File: src/rtl/reg_access_arbiter_pkg.sv
// Shared types and helpers for the register access arbiter.
package reg_access_pkg;

    typedef enum logic [1:0] {
        IDLE  = 2'd0,
        GRANT = 2'd1,
        HOLD  = 2'd2
    } arb_state_t;

    // Index width that stays at least one bit for a single-entry range.
    function automatic int clog2_min1(input int n);
        return (n <= 1) ? 1 : $clog2(n);
    endfunction

endpackage

File: src/rtl/reg_access_arbiter_if.sv
// Requester-side bus of the register access arbiter plus the register view.
interface reg_access_arbiter_if
    import reg_access_pkg::*;
#(
    parameter int NUM_REQ    = 4,
    parameter int DATA_WIDTH = 32
);
    localparam int IDX_W = clog2_min1(NUM_REQ);

    logic [NUM_REQ-1:0]            req_valid;
    logic [NUM_REQ*DATA_WIDTH-1:0] req_data;
    logic [NUM_REQ-1:0]            req_ready;
    logic [DATA_WIDTH-1:0]         q;
    logic                          q_valid;
    logic [IDX_W-1:0]              last_id;
    logic                          busy;

    modport master (
        output req_valid, req_data,
        input  req_ready, q, q_valid, last_id, busy
    );

    modport slave (
        input  req_valid, req_data,
        output req_ready, q, q_valid, last_id, busy
    );
endinterface

File: src/rtl/reg_access_arbiter_rr_pick.sv
// Round-robin picker: first set request strictly after ptr, wrapping modulo NUM_REQ.
module rr_pick
    import reg_access_pkg::*;
#(
    parameter int NUM_REQ = 4,
    parameter int IDX_W   = clog2_min1(NUM_REQ)
) (
    input  logic [NUM_REQ-1:0] req,
    input  logic [IDX_W-1:0]   ptr,
    output logic [IDX_W-1:0]   idx,
    output logic               any
);
    logic [NUM_REQ-1:0] rot;
    logic [IDX_W-1:0]   enc;

    // rot[0] is the requester just after ptr, so the lowest set bit wins.
    genvar gi;
    generate
        for (gi = 0; gi < NUM_REQ; gi++) begin : g_rot
            logic [IDX_W-1:0] src;
            assign src     = IDX_W'((32'(ptr) + gi + 1) % NUM_REQ);
            assign rot[gi] = req[src];
        end
    endgenerate

    always_comb begin
        enc = '0;
        for (int k = NUM_REQ - 1; k >= 0; k--) begin
            if (rot[k]) enc = IDX_W'(k);
        end
    end

    assign any = |rot;
    assign idx = IDX_W'((32'(ptr) + 32'(enc) + 1) % NUM_REQ);
endmodule

File: src/rtl/reg_access_arbiter.sv
// Round-robin arbiter granting one requester per write into a shared register,
// followed by a programmable settle period.
module reg_access_arbiter
    import reg_access_pkg::*;
#(
    parameter int NUM_REQ     = 4,
    parameter int DATA_WIDTH  = 32,
    parameter int HOLD_CYCLES = 2
) (
    input logic                clk,
    input logic                rst,
    reg_access_arbiter_if.slave bus
);
    localparam int IDX_W = clog2_min1(NUM_REQ);

    arb_state_t            state_reg, state_next;
    logic [IDX_W-1:0]      winner_reg, winner_next;
    logic [IDX_W-1:0]      rr_ptr_reg, rr_ptr_next;
    logic [7:0]            cnt_reg, cnt_next;
    logic [DATA_WIDTH-1:0] q_reg;
    logic                  q_valid_reg;
    logic [IDX_W-1:0]      last_id_reg;
    logic                  load;
    logic [IDX_W-1:0]      pick_idx;
    logic                  pick_any;
    logic [DATA_WIDTH-1:0] req_word [NUM_REQ];

    rr_pick #(.NUM_REQ(NUM_REQ), .IDX_W(IDX_W)) u_pick (
        .req (bus.req_valid),
        .ptr (rr_ptr_reg),
        .idx (pick_idx),
        .any (pick_any)
    );

    genvar gi;
    generate
        for (gi = 0; gi < NUM_REQ; gi++) begin : g_port
            assign req_word[gi]      = bus.req_data[gi*DATA_WIDTH +: DATA_WIDTH];
            // Ready depends only on registered state, never on req_valid.
            assign bus.req_ready[gi] = (state_reg == GRANT) && (winner_reg == IDX_W'(gi));
        end
    endgenerate

    always_comb begin
        state_next  = state_reg;
        winner_next = winner_reg;
        rr_ptr_next = rr_ptr_reg;
        cnt_next    = cnt_reg;
        load        = 1'b0;
        case (state_reg)
            IDLE: begin
                if (pick_any) begin
                    winner_next = pick_idx;
                    state_next  = GRANT;
                end
            end
            GRANT: begin
                // A withdrawn request leaves the pointer alone so it keeps priority.
                if (bus.req_valid[winner_reg]) begin
                    load        = 1'b1;
                    rr_ptr_next = winner_reg;
                    if (HOLD_CYCLES == 0) begin
                        state_next = IDLE;
                    end else begin
                        state_next = HOLD;
                        cnt_next   = 8'(HOLD_CYCLES - 1);
                    end
                end else begin
                    state_next = IDLE;
                end
            end
            HOLD: begin
                if (cnt_reg == 8'd0) state_next = IDLE;
                else                 cnt_next   = cnt_reg - 8'd1;
            end
            default: state_next = IDLE;
        endcase
    end

    always_ff @(posedge clk) begin
        if (rst) begin
            state_reg   <= IDLE;
            winner_reg  <= '0;
            rr_ptr_reg  <= IDX_W'(NUM_REQ - 1);
            cnt_reg     <= '0;
            q_reg       <= '0;
            q_valid_reg <= 1'b0;
            last_id_reg <= '0;
        end else begin
            state_reg  <= state_next;
            winner_reg <= winner_next;
            rr_ptr_reg <= rr_ptr_next;
            cnt_reg    <= cnt_next;
            if (load) begin
                q_reg       <= req_word[winner_reg];
                q_valid_reg <= 1'b1;
                last_id_reg <= winner_reg;
            end
        end
    end

    assign bus.q       = q_reg;
    assign bus.q_valid = q_valid_reg;
    assign bus.last_id = last_id_reg;
    assign bus.busy    = (state_reg != IDLE);
endmodule

File: src/flat_wrapper.sv
// flat-port wrapper written by rule: the top's interface ports become plain ports
module reg_access_arbiter_flat import reg_access_pkg::*;
#(
    parameter int NUM_REQ     = 4,
    parameter int DATA_WIDTH  = 32,
    parameter int HOLD_CYCLES = 2
)
  (clk, rst, bus_req_valid, bus_req_data, bus_req_ready, bus_q, bus_q_valid, bus_last_id, bus_busy);
  reg_access_arbiter_if #(.NUM_REQ(NUM_REQ), .DATA_WIDTH(DATA_WIDTH)) bus_i ();
  input logic clk;
  input logic rst;
  input wire logic [$bits(bus_i.req_valid)-1:0] bus_req_valid;
  input wire logic [$bits(bus_i.req_data)-1:0] bus_req_data;
  output wire logic [$bits(bus_i.req_ready)-1:0] bus_req_ready;
  output wire logic [$bits(bus_i.q)-1:0] bus_q;
  output wire logic [$bits(bus_i.q_valid)-1:0] bus_q_valid;
  output wire logic [$bits(bus_i.last_id)-1:0] bus_last_id;
  output wire logic [$bits(bus_i.busy)-1:0] bus_busy;
  assign bus_i.req_valid = bus_req_valid;
  assign bus_i.req_data = bus_req_data;
  assign bus_req_ready = bus_i.req_ready;
  assign bus_q = bus_i.q;
  assign bus_q_valid = bus_i.q_valid;
  assign bus_last_id = bus_i.last_id;
  assign bus_busy = bus_i.busy;
  reg_access_arbiter #(.NUM_REQ(NUM_REQ), .DATA_WIDTH(DATA_WIDTH), .HOLD_CYCLES(HOLD_CYCLES)) u_core (.clk(clk), .rst(rst), .bus(bus_i));
endmodule
File: config.mk
export PLATFORM = sky130hd
export DESIGN_NAME = reg_access_arbiter_flat
export DESIGN_NICKNAME = d
export VERILOG_FILES = /design/src/rtl/reg_access_arbiter_pkg.sv /design/src/rtl/reg_access_arbiter_if.sv /design/src/rtl/reg_access_arbiter_rr_pick.sv /design/src/rtl/reg_access_arbiter.sv /design/src/flat_wrapper.sv
export SDC_FILE = /design/constraint.sdc
export NUM_CORES = 1
export LEC_CHECK = 0
export CAP_MARGIN = 20
export CORE_AREA = 4 4 92 94
export CTS_BUF_LIST = sky130_fd_sc_hd__clkbuf_2
export DETAILED_ROUTE_END_ITERATION = 7
export DIE_AREA = 0 0 96 98
export PLACE_DENSITY_LB_ADDON = 0.12
export SETUP_SLACK_MARGIN = 0.15
export SYNTH_ARGS = -nofsm -noshare
export SYNTH_HDL_FRONTEND = slang
export SYNTH_SLANG_ARGS = --single-unit
File: constraint.sdc
create_clock -name clk -period 2.85 [get_ports clk]
set_clock_uncertainty 0.15 [all_clocks]
set_input_delay 0.57 -clock clk [delete_from_list [all_inputs] [get_ports clk]]
set_output_delay 0.57 -clock clk [all_outputs]
set_load 0.05 [all_outputs]
==> flow_metrics.py <==
metrics = {
    "synthesis": {
        "ys_seq_area_share_pct": 33.6,
        "synth_common_cells": "nand2_1 (74), dfxtp_1 (49), a21oi_1 (43), mux4_2 (33)",
        "synth-main-ff-cell": "dfxtp_1",
        "synth.top_cell.area_share_pct": 33.6,
        "ys_ff_latch": 49,
        "async_flop_share_pct": 0,
        "syn_area_per_cell_um2": 9.50,
        "synth_fp_nets": 448,
        "yosysWarnings": 0,
        "synth.cell_area_mm2": 0.00292,
        "netlist_instances": 307,
        "yosysUniqueCellTypes": 42,
        "synth.most_common_cell": "nand2_1",
        "synth-edff-count": 0,
        "synth_top_cell_by_area": "dfxtp_1",
        "synth_area_leaders": "dfxtp_1 (34%), mux4_2 (25%), nand2_1 (9.5%)",
    },
    "critical_path": {
        "slowest_delay_ps": 380,
        "crit_fanout": 4,
        "r2r-start": "u_core.state_reg[1]$_SDFFE_PP0P_",
        "cp.arrival_ps": 1810,
        "critPathSlowestCell": "dfxtp_1",
        "worst-path-buf-inv": 2,
        "start_kind": "flop",
        "crit_family": "simple AND/OR/NAND/NOR gates",
        "required_ps": 2130,
        "end_kind": "output port",
        "cp-startpoint": "u_core.state_reg[1]$_SDFFE_PP0P_",
        "path_class": "reg2out",
        "crit_path_cell_trace": "inv_1 -> ha_1 -> or2b_2 -> nor2_1 -> buf_4",
    },
    "min_path": {
        "min_path_type": "reg2reg",
        "min-delay-start": "u_core.bus.q[27]$_SDFFE_PP0P_",
    },
    "floorplanning": {
        "core_mm2": 0.00765,
        "die-area_mm2": 0.00941,
        "start_util_pct": 38.2,
        "rows": 32,
        "die_x_um": 96,
        "io_pins": 174,
        "die_h_um": 98,
    },
    "clocking": {
        "cts.clk_slew.worst_paths_ps": 250,
        "htree_levels": 2,
        "cts_inserted_buffers": 5,
        "cts_tree": "done",
        "clk_path_buf_depth": 2,
        "ctsHoldBuffers": 0,
        "cts_num_sinks": 49,
        "clkLatencyLatePin_ps": 430,
        "cts_root_buffer": "clkbuf_2",
    },
    "placed_design": {
        "dpl.cell_count": 566,
        "numPortBuffers": 173,
        "dpl.hpwl_um": 7080,
        "gp_congestion": 0.786,
        "placed_area_mm2": 0.00476,
    },
    "timing": {
        "slew_headroom_pct": 44.8,
        "tightest_slew_ps": 817,
        "rsz0062_at_grt": "false",
        "finalCriticalPeriod_ps": 2530,
        "hold_viol": 0,
        "setup_violations": 0,
        "final.period_utilization_pct": 88.7,
        "timing.setup.tns_ps": 0,
        "clock.fmax_mhz": 396,
        "report.final.slew_viol_count": 0,
    },
    "status": {
        "outcome": "complete, no violations",
    },
    "final_layout": {
        "area_growth_pct": 64.6,
        "n_antenna_cell": 0,
        "final_area_mm2": 0.00480,
        "drive_above_1_share_pct": 14.2,
        "layoutNonFillerInstCount": 574,
        "largest_reg_flops": 32,
        "nets": 612,
    },
    "global_routing": {
        "grt_pass1_vias": 2972,
        "grt_pass1_wl_um": 14000,
        "antenna_found_initial": 0,
        "grt_max_degree": 36,
        "grt_remaining_overflow": 0,
        "track_usage_pct": 18.6,
    },
    "pwr": {
        "switchingPower_mw": 1.25,
        "p_leak_nw": 1.69,
        "pwr-share-clk_pct": 9.7,
        "power_mw": 2.97,
        "power_frac_comb_pct": 58.3,
        "p_seq_share_pct": 32.0,
        "ir_worst_vdd_mv": 0.282,
        "power.share.switching_pct": 42.3,
        "intPower_mw": 1.71,
        "p_per_area_mw_per_mm2": 617,
    },
    "job": {
        "maxCapViolCount": 0,
    },
    "detailed_routing": {
        "vias": 2996,
        "drc": 0,
        "wire_per_inst_um": 15.8,
        "dr.first_iter.drc_count": 102,
        "via_per_inst": 5.22,
        "wl_um": 9070,
        "antenna_left": 0,
        "dr.pass1.iters": 4,
    },
}
==> power by group through the flow <==
stage | logic (mW) | clock network (mW) | registers (mW)
5_1_grt | 1.86 | 0.326 | 0.976
2_1_floorplan | 0.962 | 0 | 1.17
3_5_place_dp | 1.74 | 0 | 0.966
6_report | 1.73 | 0.287 | 0.950
4_1_cts | 1.75 | 0.300 | 0.952
3_3_place_gp | 1.72 | 0 | 0.962
==> area by class of cell <==
cell class              instances  area (um2)
clock buffers                   5        25.0
clock inverters                 3        17.5
fillers                       648        2840
inverters                      10        37.5
multi-input cells             224        1800
flip-flops and latches         49         983
well taps                     102         128
repair buffers                181        1810
==> stage by stage <==
stage          util [%]  hold WS (ps)  worst slack [ps]
2_1_floorplan         -           308               471
3_3_place_gp       62.3           291               170
3_5_place_dp       62.3           297               143
4_1_cts            62.8           306               275
5_1_grt            62.8           310               174
6_report           62.8           319               322
==> cell usage in the layout (no fill, tap or decap), types with 3 or more instances in the layout <==
cell and instances:
nand2_1 74, o21ai_0 3, buf_12 3, a21oi_1 43, dfxtp_1 47, o31ai_1 7
nor2_1 13, ha_1 7, clkbuf_2 5, clkdlybuf4s50_1 167, mux4_2 33, inv_1 10
or4_1 3, buf_4 9
==> path summary, 6_finish.rpt <==
check / to / slack, ps / cells after the start
worst max-delay path: bus_req_ready[0] / 320 / 5
worst max register to register: u_core.cnt_reg[3]$_SDFFE_PP0P_ / 430 / 6
worst min register to register: u_core.bus.q[27]$_SDFFE_PP0P_ / 320 / 2
worst min-delay path: u_core.bus.q[27]$_SDFFE_PP0P_ / 320 / 2
==> cell families after synthesis <==
kind of cell,Yosys count,share of synthesized area (%)
muxes,37,26.9
DFF,49,33.6
buffers and inverters,34,4.72
adders and majority gates,7,3.00
and+or+nand+nor,111,17.3
AOI/OAI and AO/OA,67,13.8
xor gates and xnor gates,2,0.600
==> worst min-delay path, stage by stage, from the launching register on <==
cell     delay [ps]
dfxtp_1         370
nand2_1          50
a21oi_1          50
==> routing by layer <==
layer / wire, um / share of wire [%] / vias up / track usage [%]
met5: 0 / 0 / - / 0
met4: 228 / 2.5 / 0 / 5.25
met3: 974 / 11 / 18 / 5.93
met2: 4470 / 49 / 125 / 33.9
met1: 3400 / 37 / 1393 / 20.3
li1: - / - / 1460 / -
==> repair_timing <==
| action | 4_1_cts | 5_1_grt |
|---|---|---|
| endpoints found under the setup margin | 1 | 0 |
| setup buffers | 0 | 0 |
| gates resized for setup | 1 | 0 |
(Power assumes the default switching activity.)
==> variant: new RTL, same flow settings <==
`DATA_WIDTH` is set to 32 in 3 places; all go to 16.
--- a/src/rtl/reg_access_arbiter_if.sv
+++ b/src/rtl/reg_access_arbiter_if.sv
@@ -4,5 +4,5 @@
 #(
     parameter int NUM_REQ    = 4,
-    parameter int DATA_WIDTH = 32
+    parameter int DATA_WIDTH = 16
 );
     localparam int IDX_W = clog2_min1(NUM_REQ);
--- a/src/rtl/reg_access_arbiter.sv
+++ b/src/rtl/reg_access_arbiter.sv
@@ -5,5 +5,5 @@
 #(
     parameter int NUM_REQ     = 4,
-    parameter int DATA_WIDTH  = 32,
+    parameter int DATA_WIDTH  = 16,
     parameter int HOLD_CYCLES = 2
 ) (
--- a/src/flat_wrapper.sv
+++ b/src/flat_wrapper.sv
@@ -3,5 +3,5 @@
 #(
     parameter int NUM_REQ     = 4,
-    parameter int DATA_WIDTH  = 32,
+    parameter int DATA_WIDTH  = 16,
     parameter int HOLD_CYCLES = 2
 )
Ports: changed (resized bus_q and bus_req_data); port bits go from 174 to 94. No check against the original RTL was run, so the function may have changed too.
==> variant against the unedited design <==
Final area down 33%; area after synthesis shrank 30%; first-iteration DRC count down 45%; setup slack lost 0.0047 ns; wire length fell by 35%; highest routed layer unchanged; sequential cell count shrank 16; largest cell class is now multi-input gates; synthesized cell count shrank 28%; total power fell by 22%; die area is the same.
==> variant: results <==
grt:
  globalRouteMet2Util_pct: 20.29
  grt_pass1_wl_mm: 9.149
  grtUsageMet3_pct: 3.313
  grt_pass1_vias: 1870
critical_path:
  path_class: "reg -> reg"
  critPathSlowestCell: "or4b_2"
  worst-r2r-setup-slack_ns: 0.32
  cp-startpoint: "u_core.state_reg[0]"
  arrival_ns: 2.69
logic_synthesis:
  synth_nets: 299
  ys_seq_area_share_pct: 32.47
  synth_top_cells_by_count: "nand2_1, dfxtp_1, a21oi_1"
place:
  placed_area_mm2: 0.003173
  place.port_buffers: 93
  gp_congestion: 0.7450
  hpwl_mm: 4.673
run_status:
  status: "completed"
route:
  wl_met3_um: 426
  wl_per_cell_um: 14.03
timing:
  worstMarginPinSlew_ns: 0.5327
cts:
  clkTransAtPathRegs_ns: 0.18
  clk_latency_ns: 0.37
layout:
  final_layout_size_suffix_gt1_share_pct: 17.50
  largest_reg_flops: 16
  fin_nets: 396
pwr:
  irDropWorstVdd_mv: 0.2221
hold_path:
  hold_path_end: "u_core.bus.q[9]"
==> variant: changes by cell type in the layout (fill, tap and decap cells not counted), moves of 3 or more <==
cell             delta
buf_4               +5
o21ai_0             -3
a21oi_1            -17
clkdlybuf4s50_1    -79
o31ai_1             -4
nor2_1              +7
mux4_2             -15
nand2_1            -31
dfxtp_1            -14
==> variant: per-stage QoR <==
step	utilization [%]	power, mW	std cells	hold slack, ns	worst slack (ns)
after CTS	42.31	2.341	422	0.3180	0.3061
after global routing	42.31	2.482	422	0.3365	0.1674
after floorplan	-	1.595	222	0.2968	0.5010
final	42.31	2.306	422	0.3151	0.3170
after global placement	41.49	2.016	414	0.2905	0.2283
after detailed placement	41.49	2.021	414	0.2974	0.1826
==> variant: cell type report <==
class	instances	area, um^2	area share (%)
clock buffer	6	30.03	0.9281
clock inverter	2	33.78	1.044
inverter	10	37.54	1.160
multi-input combinational	162	1271	39.29
sequential	33	660.6	20.42
tap	102	127.6	3.944
timing repair buffer	107	1075	33.22
==> variant: where the power goes <==
part,switching [mW],internal (mW),leakage [nW]
combinational,0.691,0.645,0.874
clock,0.164,0.150,0.0406
sequential,0.0892,0.566,0.269
total,0.945,1.36,1.18
==> variant: cells by family (layout without fill, tap and decap cells) <==
kind of cell	count (synthesis)	count (layout)	synth area share, %
flip-flops	33	33	32.47
buffers and inverters	27	125	5.043
adder cells (fa/ha/maj)	7	7	4.305
XOR/XNOR	2	2	0.8612
AO/OA/AOI/OAI	45	45	14.70
multiplexers	22	22	22.26
AND/OR/NAND/NOR	86	86	20.36
==> variant: worst register-to-register path, stage by stage, from the launching register on <==
cell	delay, ns
dfxtp_1	0.40
inv_1	0.09
ha_1	0.35
or3b_2	0.52
a21oi_1	0.21
or4b_2	0.60
a21oi_1	0.15
